[src/rtl/tlk2711_seq_ctrl.sv]
// Command sequencer for a TLK2711 link: start pulse, timed run, stop/ack handshake, inter-run gap.
// Optional sweep steps the mode upward after each run; illegal modes and ack timeouts raise o_err.
module tlk2711_seq_ctrl #(
  parameter int GAP_CYCLES  = 64,
  parameter int ACK_TIMEOUT = 1024
) (
  input  logic        tx_clk,
  input  logic        rst,
  input  logic        i_cmd_valid,
  output logic        o_cmd_ready,
  input  logic [1:0]  i_cmd_mode,
  input  logic [15:0] i_cmd_len,
  input  logic        i_cmd_sweep,
  input  logic        i_abort,
  output logic        o_start,
  output logic [1:0]  o_mode,
  output logic        o_stop,
  input  logic        i_stop_ack,
  output logic        o_busy,
  output logic        o_done,
  output logic        o_err,
  output logic [1:0]  o_err_code
);

  typedef enum logic [2:0] {
    S_IDLE,
    S_START,
    S_RUN,
    S_STOP_WAIT,
    S_GAP
  } state_t;

  localparam logic [15:0] GAP_LAST    = 16'(GAP_CYCLES - 1);
  localparam logic [15:0] ACK_LAST    = 16'(ACK_TIMEOUT - 1);
  localparam logic [1:0]  MODE_ILLEGAL = 2'd3;
  localparam logic [1:0]  MODE_LAST    = 2'd2;
  localparam logic [1:0]  ERR_ILLEGAL  = 2'd1;
  localparam logic [1:0]  ERR_TIMEOUT  = 2'd2;

  state_t      r_state;
  logic [15:0] r_len;
  logic        r_sweep;
  logic [15:0] r_run_cnt;
  logic [15:0] r_ack_cnt;
  logic [15:0] r_gap_cnt;
  logic        r_cmd_ready;
  logic        r_start;
  logic [1:0]  r_mode;
  logic        r_stop;
  logic        r_busy;
  logic        r_done;
  logic        r_err;
  logic [1:0]  r_err_code;

  logic        w_accept;
  logic        w_run_last;
  logic        w_ack_last;
  logic        w_gap_last;
  logic        w_sweep_next;

  assign w_accept     = i_cmd_valid && r_cmd_ready;
  assign w_run_last   = (r_run_cnt == (r_len - 16'd1));
  assign w_ack_last   = (r_ack_cnt == ACK_LAST);
  assign w_gap_last   = (r_gap_cnt == GAP_LAST);
  assign w_sweep_next = r_sweep && (r_mode < MODE_LAST);

  always_ff @(posedge tx_clk or posedge rst) begin
    if (rst) begin
      r_state     <= S_IDLE;
      r_len       <= 16'd0;
      r_sweep     <= 1'b0;
      r_run_cnt   <= 16'd0;
      r_ack_cnt   <= 16'd0;
      r_gap_cnt   <= 16'd0;
      r_cmd_ready <= 1'b0;
      r_start     <= 1'b0;
      r_mode      <= 2'd0;
      r_stop      <= 1'b0;
      r_busy      <= 1'b0;
      r_done      <= 1'b0;
      r_err       <= 1'b0;
      r_err_code  <= 2'd0;
    end else begin
      r_start <= 1'b0;
      r_done  <= 1'b0;
      r_err   <= 1'b0;
      case (r_state)
        S_IDLE: begin
          r_cmd_ready <= 1'b1;
          if (w_accept) begin
            r_len   <= (i_cmd_len == 16'd0) ? 16'd1 : i_cmd_len;
            r_sweep <= i_cmd_sweep;
            // Illegal mode is reported without ever leaving IDLE.
            if (i_cmd_mode == MODE_ILLEGAL) begin
              r_err      <= 1'b1;
              r_err_code <= ERR_ILLEGAL;
            end else begin
              r_mode      <= i_cmd_mode;
              r_start     <= 1'b1;
              r_cmd_ready <= 1'b0;
              r_busy      <= 1'b1;
              r_state     <= S_START;
            end
          end
        end

        S_START: begin
          r_run_cnt <= 16'd0;
          if (i_abort) begin
            r_sweep   <= 1'b0;
            r_stop    <= 1'b1;
            r_ack_cnt <= 16'd0;
            r_state   <= S_STOP_WAIT;
          end else begin
            r_state <= S_RUN;
          end
        end

        S_RUN: begin
          if (i_abort || w_run_last) begin
            if (i_abort) begin
              r_sweep <= 1'b0;
            end
            r_stop    <= 1'b1;
            r_ack_cnt <= 16'd0;
            r_state   <= S_STOP_WAIT;
          end else begin
            r_run_cnt <= r_run_cnt + 16'd1;
          end
        end

        S_STOP_WAIT: begin
          // An ack arriving on the final allowed cycle still counts as a clean stop.
          if (i_stop_ack) begin
            r_stop    <= 1'b0;
            r_gap_cnt <= 16'd0;
            r_state   <= S_GAP;
          end else if (w_ack_last) begin
            r_stop     <= 1'b0;
            r_err      <= 1'b1;
            r_err_code <= ERR_TIMEOUT;
            r_sweep    <= 1'b0;
            r_gap_cnt  <= 16'd0;
            r_state    <= S_GAP;
          end else begin
            r_ack_cnt <= r_ack_cnt + 16'd1;
          end
        end

        S_GAP: begin
          if (w_gap_last) begin
            if (w_sweep_next) begin
              r_mode  <= r_mode + 2'd1;
              r_start <= 1'b1;
              r_state <= S_START;
            end else begin
              r_done      <= 1'b1;
              r_busy      <= 1'b0;
              r_cmd_ready <= 1'b1;
              r_state     <= S_IDLE;
            end
          end else begin
            r_gap_cnt <= r_gap_cnt + 16'd1;
          end
        end

        default: begin
          r_stop      <= 1'b0;
          r_busy      <= 1'b0;
          r_cmd_ready <= 1'b0;
          r_state     <= S_IDLE;
        end
      endcase
    end
  end

  assign o_cmd_ready = r_cmd_ready;
  assign o_start     = r_start;
  assign o_mode      = r_mode;
  assign o_stop      = r_stop;
  assign o_busy      = r_busy;
  assign o_done      = r_done;
  assign o_err       = r_err;
  assign o_err_code  = r_err_code;

  a_pulse_exclusive: assert property (@(posedge tx_clk) disable iff (rst)
    !((r_start && r_done) || (r_start && r_err) || (r_done && r_err)));

  a_ready_not_busy: assert property (@(posedge tx_clk) disable iff (rst)
    !(r_cmd_ready && r_busy));

endmodule

[config.mk]
export PLATFORM = sky130hd
export DESIGN_NAME = tlk2711_seq_ctrl
export DESIGN_NICKNAME = d
export VERILOG_FILES = /design/src/rtl/tlk2711_seq_ctrl.sv
export SDC_FILE = /design/constraint.sdc
export NUM_CORES = 1
export LEC_CHECK = 0
export ABC_AREA = 1
export CAP_MARGIN = 15
export CORE_MARGIN = 2
export CORE_UTILIZATION = 25
export DETAILED_ROUTE_END_ITERATION = 10
export GPL_TIMING_DRIVEN = 1
export SYNTH_ARGS = -nofsm -noshare
export SYNTH_HDL_FRONTEND = slang
export SYNTH_SLANG_ARGS = --single-unit
[constraint.sdc]
create_clock -name tx_clk -period 2.9 [get_ports tx_clk]
set_input_delay 0.58 -clock tx_clk [delete_from_list [all_inputs] [get_ports tx_clk]]
set_output_delay 0.58 -clock tx_clk [all_outputs]
set_load 0.01 [all_outputs]
==> qor.yml, run 1 <==
final_layout:
  drive_gt1_share_pct: 5.71
  finish.utilization_pct: 30.4
  syn_to_final_growth_pct: 18.9
  antenna_cells: 0
  final_area_mm2: 0.00594
  fin_cells: 1018
  final_nets: 776
critical_path:
  crit_top_cell: "nand2_1"
  crit_path_max_fanout: 16
  slowest_stage: "dfrtp_1"
  crit_path_end_kind: "flop"
  crit_path_start_kind: "flop"
  critPathKind: "reg2reg"
  critPathMaxStageDelay_ns: 0.40
  required_ns: 3.14
  cp_cell_sequence: "inv_2 > ha_1 > nand3_2 > nor2_2 > nand2_1 > nand2_1 > nand2_1 > nor2_1 > nand3_1 > o21bai_2 > nand2_2 > nand2_1 > nand2_1"
  crit_family: "simple AND/OR/NAND/NOR gates"
  timing.critical_path.buf_inv: 1
  arrival_ns: 2.61
floorplanning:
  coreArea_mm2: 0.0195
  rows: 51
  ios: 34
  dieArea_mm2: 0.0211
  floorplan.initialDensity_pct: 25.6
  fp.dieH_um: 145
  fp.dieW_um: 145
detailed_routing:
  vias_per_cell: 4.46
  drc: 0
  wirelength_um: 12200
  wl_per_cell_um: 12.0
  vias: 4541
  ant_nets: 0
  dr.pass1.iters: 4
  drt_iter0_drc: 245
clocking:
  clockRootBuffer: "clkbuf_16"
  cts.repair.resized: 0
  cts.htree.levels: 3
  cts.path.max_buffers: 2
  clkLatencyLatePin_ns: 0.35
  cts_tree: "built"
  post-cts-setup-buffers: 0
  ctsHoldBuffers: 0
  clock-sinks: 78
  clkSlewWorstSetupHoldPaths_ns: 0.06
  numCtsBuffers: 9
placement:
  portBuffers: 33
  placedCellCount: 1002
  hpwl_um: 8900
  dpl_cell_area_mm2: 0.00561
  post-place-ws_ns: 0.504
  routabilityCongestion: 0.861
synth:
  syn_inst: 717
  synth_warnings: 0
  syn_nets: 745
  ys_ff_latch: 78
  synth-edff-count: 0
  synth_cell_type_count: 38
  syn_avg_cell_area_um2: 6.97
  yosysSeqAreaShare_pct: 39.1
  syn_area_mm2: 0.00500
  ys_async_sr_fraction_pct: 100
  synth_ff_type: "dfrtp_1"
pwr:
  p_int_w: 0.00276
  worst_ir_drop_vdd_mv: 0.349
  seqPwrFrac_pct: 34.3
  p_leak_nw: 2.65
  netSwitchingFraction_pct: 41.7
  p_switching_w: 0.00197
  combPwrFrac_pct: 38.8
  clkPwrFrac_pct: 27.0
  powerDensity_mw_per_mm2: 797
global_route:
  grt_pass1_wl_um: 21100
  grt_pass1_vias: 4385
  track_usage_pct: 11.9
  grt_max_degree: 41
  overflow: 0
  antenna_found_initial: 0
timing:
  skew_ns: 0.00934
  period_needed_ns: 2.37
  maxSlewHeadroom_pct: 54.9
  drv_slew: 0
  fmax_mhz: 422
  finalHoldViolations: 0
  final-setup-viol-count: 0
  tns_ns: 0
  setup_ws_ns: 0.533
  rsz0062_at_grt: "false"
  tightest_slew_ns: 0.670
  post-route-period-util_pct: 81.6
hold_path:
  holdCritPathClass: "reg2reg"
run_status:
  status: "completed"
run:
  drv_cap: 0
[cell usage after synthesis, drive strengths merged, types with 7 or more instances]
| library cell | number | area [um^2] |
|---|---|---|
| clkbuf | 10 | 38.8 |
| buf | 11 | 86.3 |
| xor2 | 29 | 254 |
| nor2 | 101 | 392 |
| o21ai | 22 | 110 |
| nor3 | 25 | 135 |
| nand2 | 233 | 880 |
| nand4 | 8 | 50.1 |
| inv | 68 | 255 |
| nand3b | 7 | 52.6 |
| xnor2 | 19 | 166 |
| nand3 | 65 | 330 |
| dfrtp | 78 | 1950 |
| nor4 | 10 | 62.6 |
| o22ai | 8 | 50.1 |
[worst paths after layout]
| path | end | start | slack, ns | cells past startpoint |
|---|---|---|---|---|
| max | r_ack_cnt[6]$_DFFE_PP0P_ | r_len[0]$_DFFE_PP0P_ | 0.53 | 13 |
| min | o_stop$_DFFE_PP0P_ | o_stop$_DFFE_PP0P_ | 0.48 | 2 |
| max reg2reg | r_ack_cnt[6]$_DFFE_PP0P_ | r_len[0]$_DFFE_PP0P_ | 0.53 | 13 |
| min reg2reg | o_stop$_DFFE_PP0P_ | o_stop$_DFFE_PP0P_ | 0.48 | 2 |
| max in group asynchronous | r_gap_cnt[1]$_DFFE_PP0P_ | rst | 1.71 | 3 |
| min in group asynchronous | r_run_cnt[10]$_DFFE_PP0P_ | rst | 0.59 | 2 |
[state kept, by name, indices dropped and copies added (netlist names)]
register     flops
r_ack_cnt       16
r_len           16
o_start          1
r_gap_cnt       16
o_done           1
r_state          3
r_sweep          1
o_stop           1
o_mode           2
o_busy           1
o_err_code       2
o_err            1
o_cmd_ready      1
r_run_cnt       16
[area by class of cell]
cell class,count,area (um^2)
clock inverter,7,106
tap,265,332
timing repair buffer,41,403
inverter,69,260
clock buffer,9,225
fill,2152,13600
multi-input combinational,549,2660
sequential,78,1950
[cells in the final DEF, fill, tap and decap left out, types with 2 or more instances in the layout]
cell	netlist	final
a21oi_1	5	5
buf_4	0	7
bufinv_16	0	2
clkbuf_16	0	9
clkdlybuf4s50_1	0	33
clkinvlp_4	0	2
dfrtp_1	78	78
ha_1	4	4
inv_1	61	60
inv_2	7	7
inv_8	0	2
nand2_1	231	231
nand2_2	2	2
nand3_1	64	64
nand3b_1	7	7
nand4_1	8	8
nor2_1	98	98
nor2_2	2	2
nor3_1	23	23
nor3_2	2	2
nor3b_1	2	2
nor4_1	10	10
o21a_1	2	2
o21ai_0	21	21
o22ai_1	8	8
xnor2_1	19	19
xor2_1	29	29
[tightest hold or removal path: cells and delay by family (launching register included)]
| kind | cells | cell delay (ns) |
|---|---|---|
| flops | 1 | 0.35 |
| simple gates | 2 | 0.11 |
[power by group through the flow]
stage / Clock (W) / Sequential [W] / Combinational [W]
floorplan: 0 / 0.00158 / 0.00138
global placement: 0 / 0.00164 / 0.00183
detailed placement: 0 / 0.00164 / 0.00184
CTS: 0.00130 / 0.00162 / 0.00185
global route: 0.00134 / 0.00167 / 0.00210
finish: 0.00128 / 0.00162 / 0.00183
[per-stage QoR]
step | hold WS [ns] | power, W
finish | 0.480 | 0.00473
global route | 0.513 | 0.00511
floorplan | 0.453 | 0.00296
global placement | 0.465 | 0.00347
CTS | 0.487 | 0.00478
detailed placement | 0.473 | 0.00348
[routing by layer]
metal / track usage, % / vias to the layer above / share of wire, % / routed length, um
met5: 0 / - / 0 / 0
met4: 2.84 / 0 / 1.0 / 122
met3: 3.29 / 8 / 3.9 / 477
met2: 18.8 / 62 / 45 / 5490
met1: 16.3 / 2122 / 50 / 6120
li1: - / 2349 / - / -
[kinds of logic after synthesis]
group / Yosys count / share of synthesized area (%)
buf+inv: 90 / 7.69
compound gates: 44 / 5.21
xor+xnor: 48 / 8.41
fa+ha+maj: 4 / 1.00
flops: 78 / 39.1
simple gates: 453 / 38.6
No activity file was read; power rests on OpenSTA's default activity.
==> run 2: changes to the inputs <==
- clock period: 2.9 -> 2.3 ns (I/O delays scaled with it)
==> qor.yml, run 2 (same netlist as run 1, synthesis figures left out) <==
clocking:
  cts.htree.levels: 3
  clkLatencyLatePin_ns: 0.35
  clockRootBuffer: "clkbuf_16"
  clkSlewWorstSetupHoldPaths_ns: 0.06
  clock-sinks: 78
  ctsHoldBuffers: 0
  cts_tree: "built"
  numCtsBuffers: 9
  cts.path.max_buffers: 2
critical_path:
  crit_path_start_kind: "flop"
  cp_cell_sequence: "inv_2 > buf_4 > nand2_1 > nor2_4 > nand2_1 > nand2_1 > nand2_1 > nor2_1 > nand3_1 > o21bai_2 > buf_6 > buf_12 > nand2_1 > nand2_1 > nand2_1"
  required_ns: 2.54
  crit_path_end_kind: "flop"
  slowest_stage: "dfrtp_1"
  crit_path_max_fanout: 17
  critPathMaxStageDelay_ns: 0.40
  arrival_ns: 2.35
  critPathKind: "reg2reg"
  crit_top_cell: "nand2_1"
detailed_routing:
  wl_per_cell_um: 12.2
  wirelength_um: 12600
  drc: 0
  drt_iter0_drc: 209
  vias_per_cell: 4.50
  ant_nets: 0
  dr.pass1.iters: 4
  vias: 4647
floorplanning:
  dieArea_mm2: 0.0211
  ios: 34
  floorplan.initialDensity_pct: 25.6
  rows: 51
  fp.dieH_um: 145
  fp.dieW_um: 145
  coreArea_mm2: 0.0195
timing:
  tightest_slew_ns: 0.582
  fmax_mhz: 473
  drv_slew: 0
  post-route-period-util_pct: 91.9
  finalHoldViolations: 0
  holdWs_ns: 0.477
  tns_ns: 0
  maxSlewHeadroom_pct: 61.1
  skew_ns: 0.00807
  final-setup-viol-count: 0
  period_needed_ns: 2.11
final_layout:
  drive_gt1_share_pct: 7.82
  fillers: 2124
  mostFrequentLayoutCell: "nand2_1"
  final_cell_mix: "231 x nand2_1, 97 x nor2_1, 78 x dfrtp_1"
  fin_cells: 1032
  antenna_cells: 0
  syn_to_final_growth_pct: 22.6
  final_nets: 790
global_route:
  grt_pass1_vias: 4542
  antenna_found_initial: 0
  grt_pass1_wl_um: 22200
  track_usage_pct: 12.6
  overflow: 0
  grt_max_degree: 33
placement:
  placedCellCount: 1016
  hpwl_um: 9250
  portBuffers: 33
  routabilityCongestion: 0.836
hold_path:
  holdCritPathClass: "reg2reg"
run_status:
  status: "completed"
pwr:
  p_leak_nw: 2.73
  powerDensity_mw_per_mm2: 1010
  worst_ir_drop_vdd_mv: 0.383
run:
  drv_cap: 0
-- run 2: critical path: cells and delay by family (launching register included) --
kind	cells	cell delay (ns)
AO/OA/AOI/OAI	1	0.18
flip-flops	1	0.40
buffers and inverters	4	0.54
AND/OR/NAND/NOR	10	0.88
-- run 2: per-layer routing --
layer	global-route usage, %	wire, um	vias up
met1	17.3	6370	2179
li1	-	-	2383
met3	3.23	472	13
met2	20.0	5640	72
met5	0	0	-
met4	2.75	144	0
-- run 2: path summary, 6_finish.rpt --
path	slack [ns]	endpoint	from	cells past startpoint
worst max-delay path	0.19	o_stop$_DFFE_PP0P_	r_len[0]$_DFFE_PP0P_	15
worst min-delay path	0.48	o_stop$_DFFE_PP0P_	o_stop$_DFFE_PP0P_	2
worst max register to register	0.19	o_stop$_DFFE_PP0P_	r_len[0]$_DFFE_PP0P_	15
worst min register to register	0.48	o_stop$_DFFE_PP0P_	o_stop$_DFFE_PP0P_	2
max in group asynchronous	1.23	r_ack_cnt[12]$_DFFE_PP0P_	rst	3
min in group asynchronous	0.53	r_len[12]$_DFFE_PP0P_	rst	2
-- run 2: repair_timing --
| action | CTS | global route |
|---|---|---|
| pin swaps | 0 | 1 |
| cloned | 0 | 0 |
| resized for setup | 0 | 9 |
| buffers inserted | 0 | 0 |
| endpoints found under the setup margin | 32 | 35 |
-- run 2: cell type report --
cell class	count	area (um^2)	area share, %
clock inverter	7	106	1.74
timing repair buffer	55	549	8.97
multi-input combinational	549	2700	44.0
sequential	78	1950	31.9
inverter	69	263	4.29
tap	265	332	5.41
clock buffer	9	225	3.68
-- run 2: stage by stage --
step | cell area [um^2] | utilization (%) | total power [W] | setup WS [ns]
detailed placement | 5750 | 29.5 | 0.00450 | -0.0608
global route | 6120 | 31.4 | 0.00666 | -0.0235
CTS | 6080 | 31.2 | 0.00615 | -0.0625
floorplan | 5000 | - | 0.00373 | 0.319
finish | 6120 | 31.4 | 0.00616 | 0.187
global placement | 5750 | 29.5 | 0.00449 | 0.000765
-- run 2: power breakdown --
group | internal (W) | leakage [nW] | switching [W] | total (W)
registers | 0.00170 | 1.04 | 0.000346 | 0.00204
logic | 0.000943 | 1.54 | 0.00157 | 0.00251
clock network | 0.000968 | 0.156 | 0.000638 | 0.00161
total | 0.00361 | 2.73 | 0.00255 | 0.00616
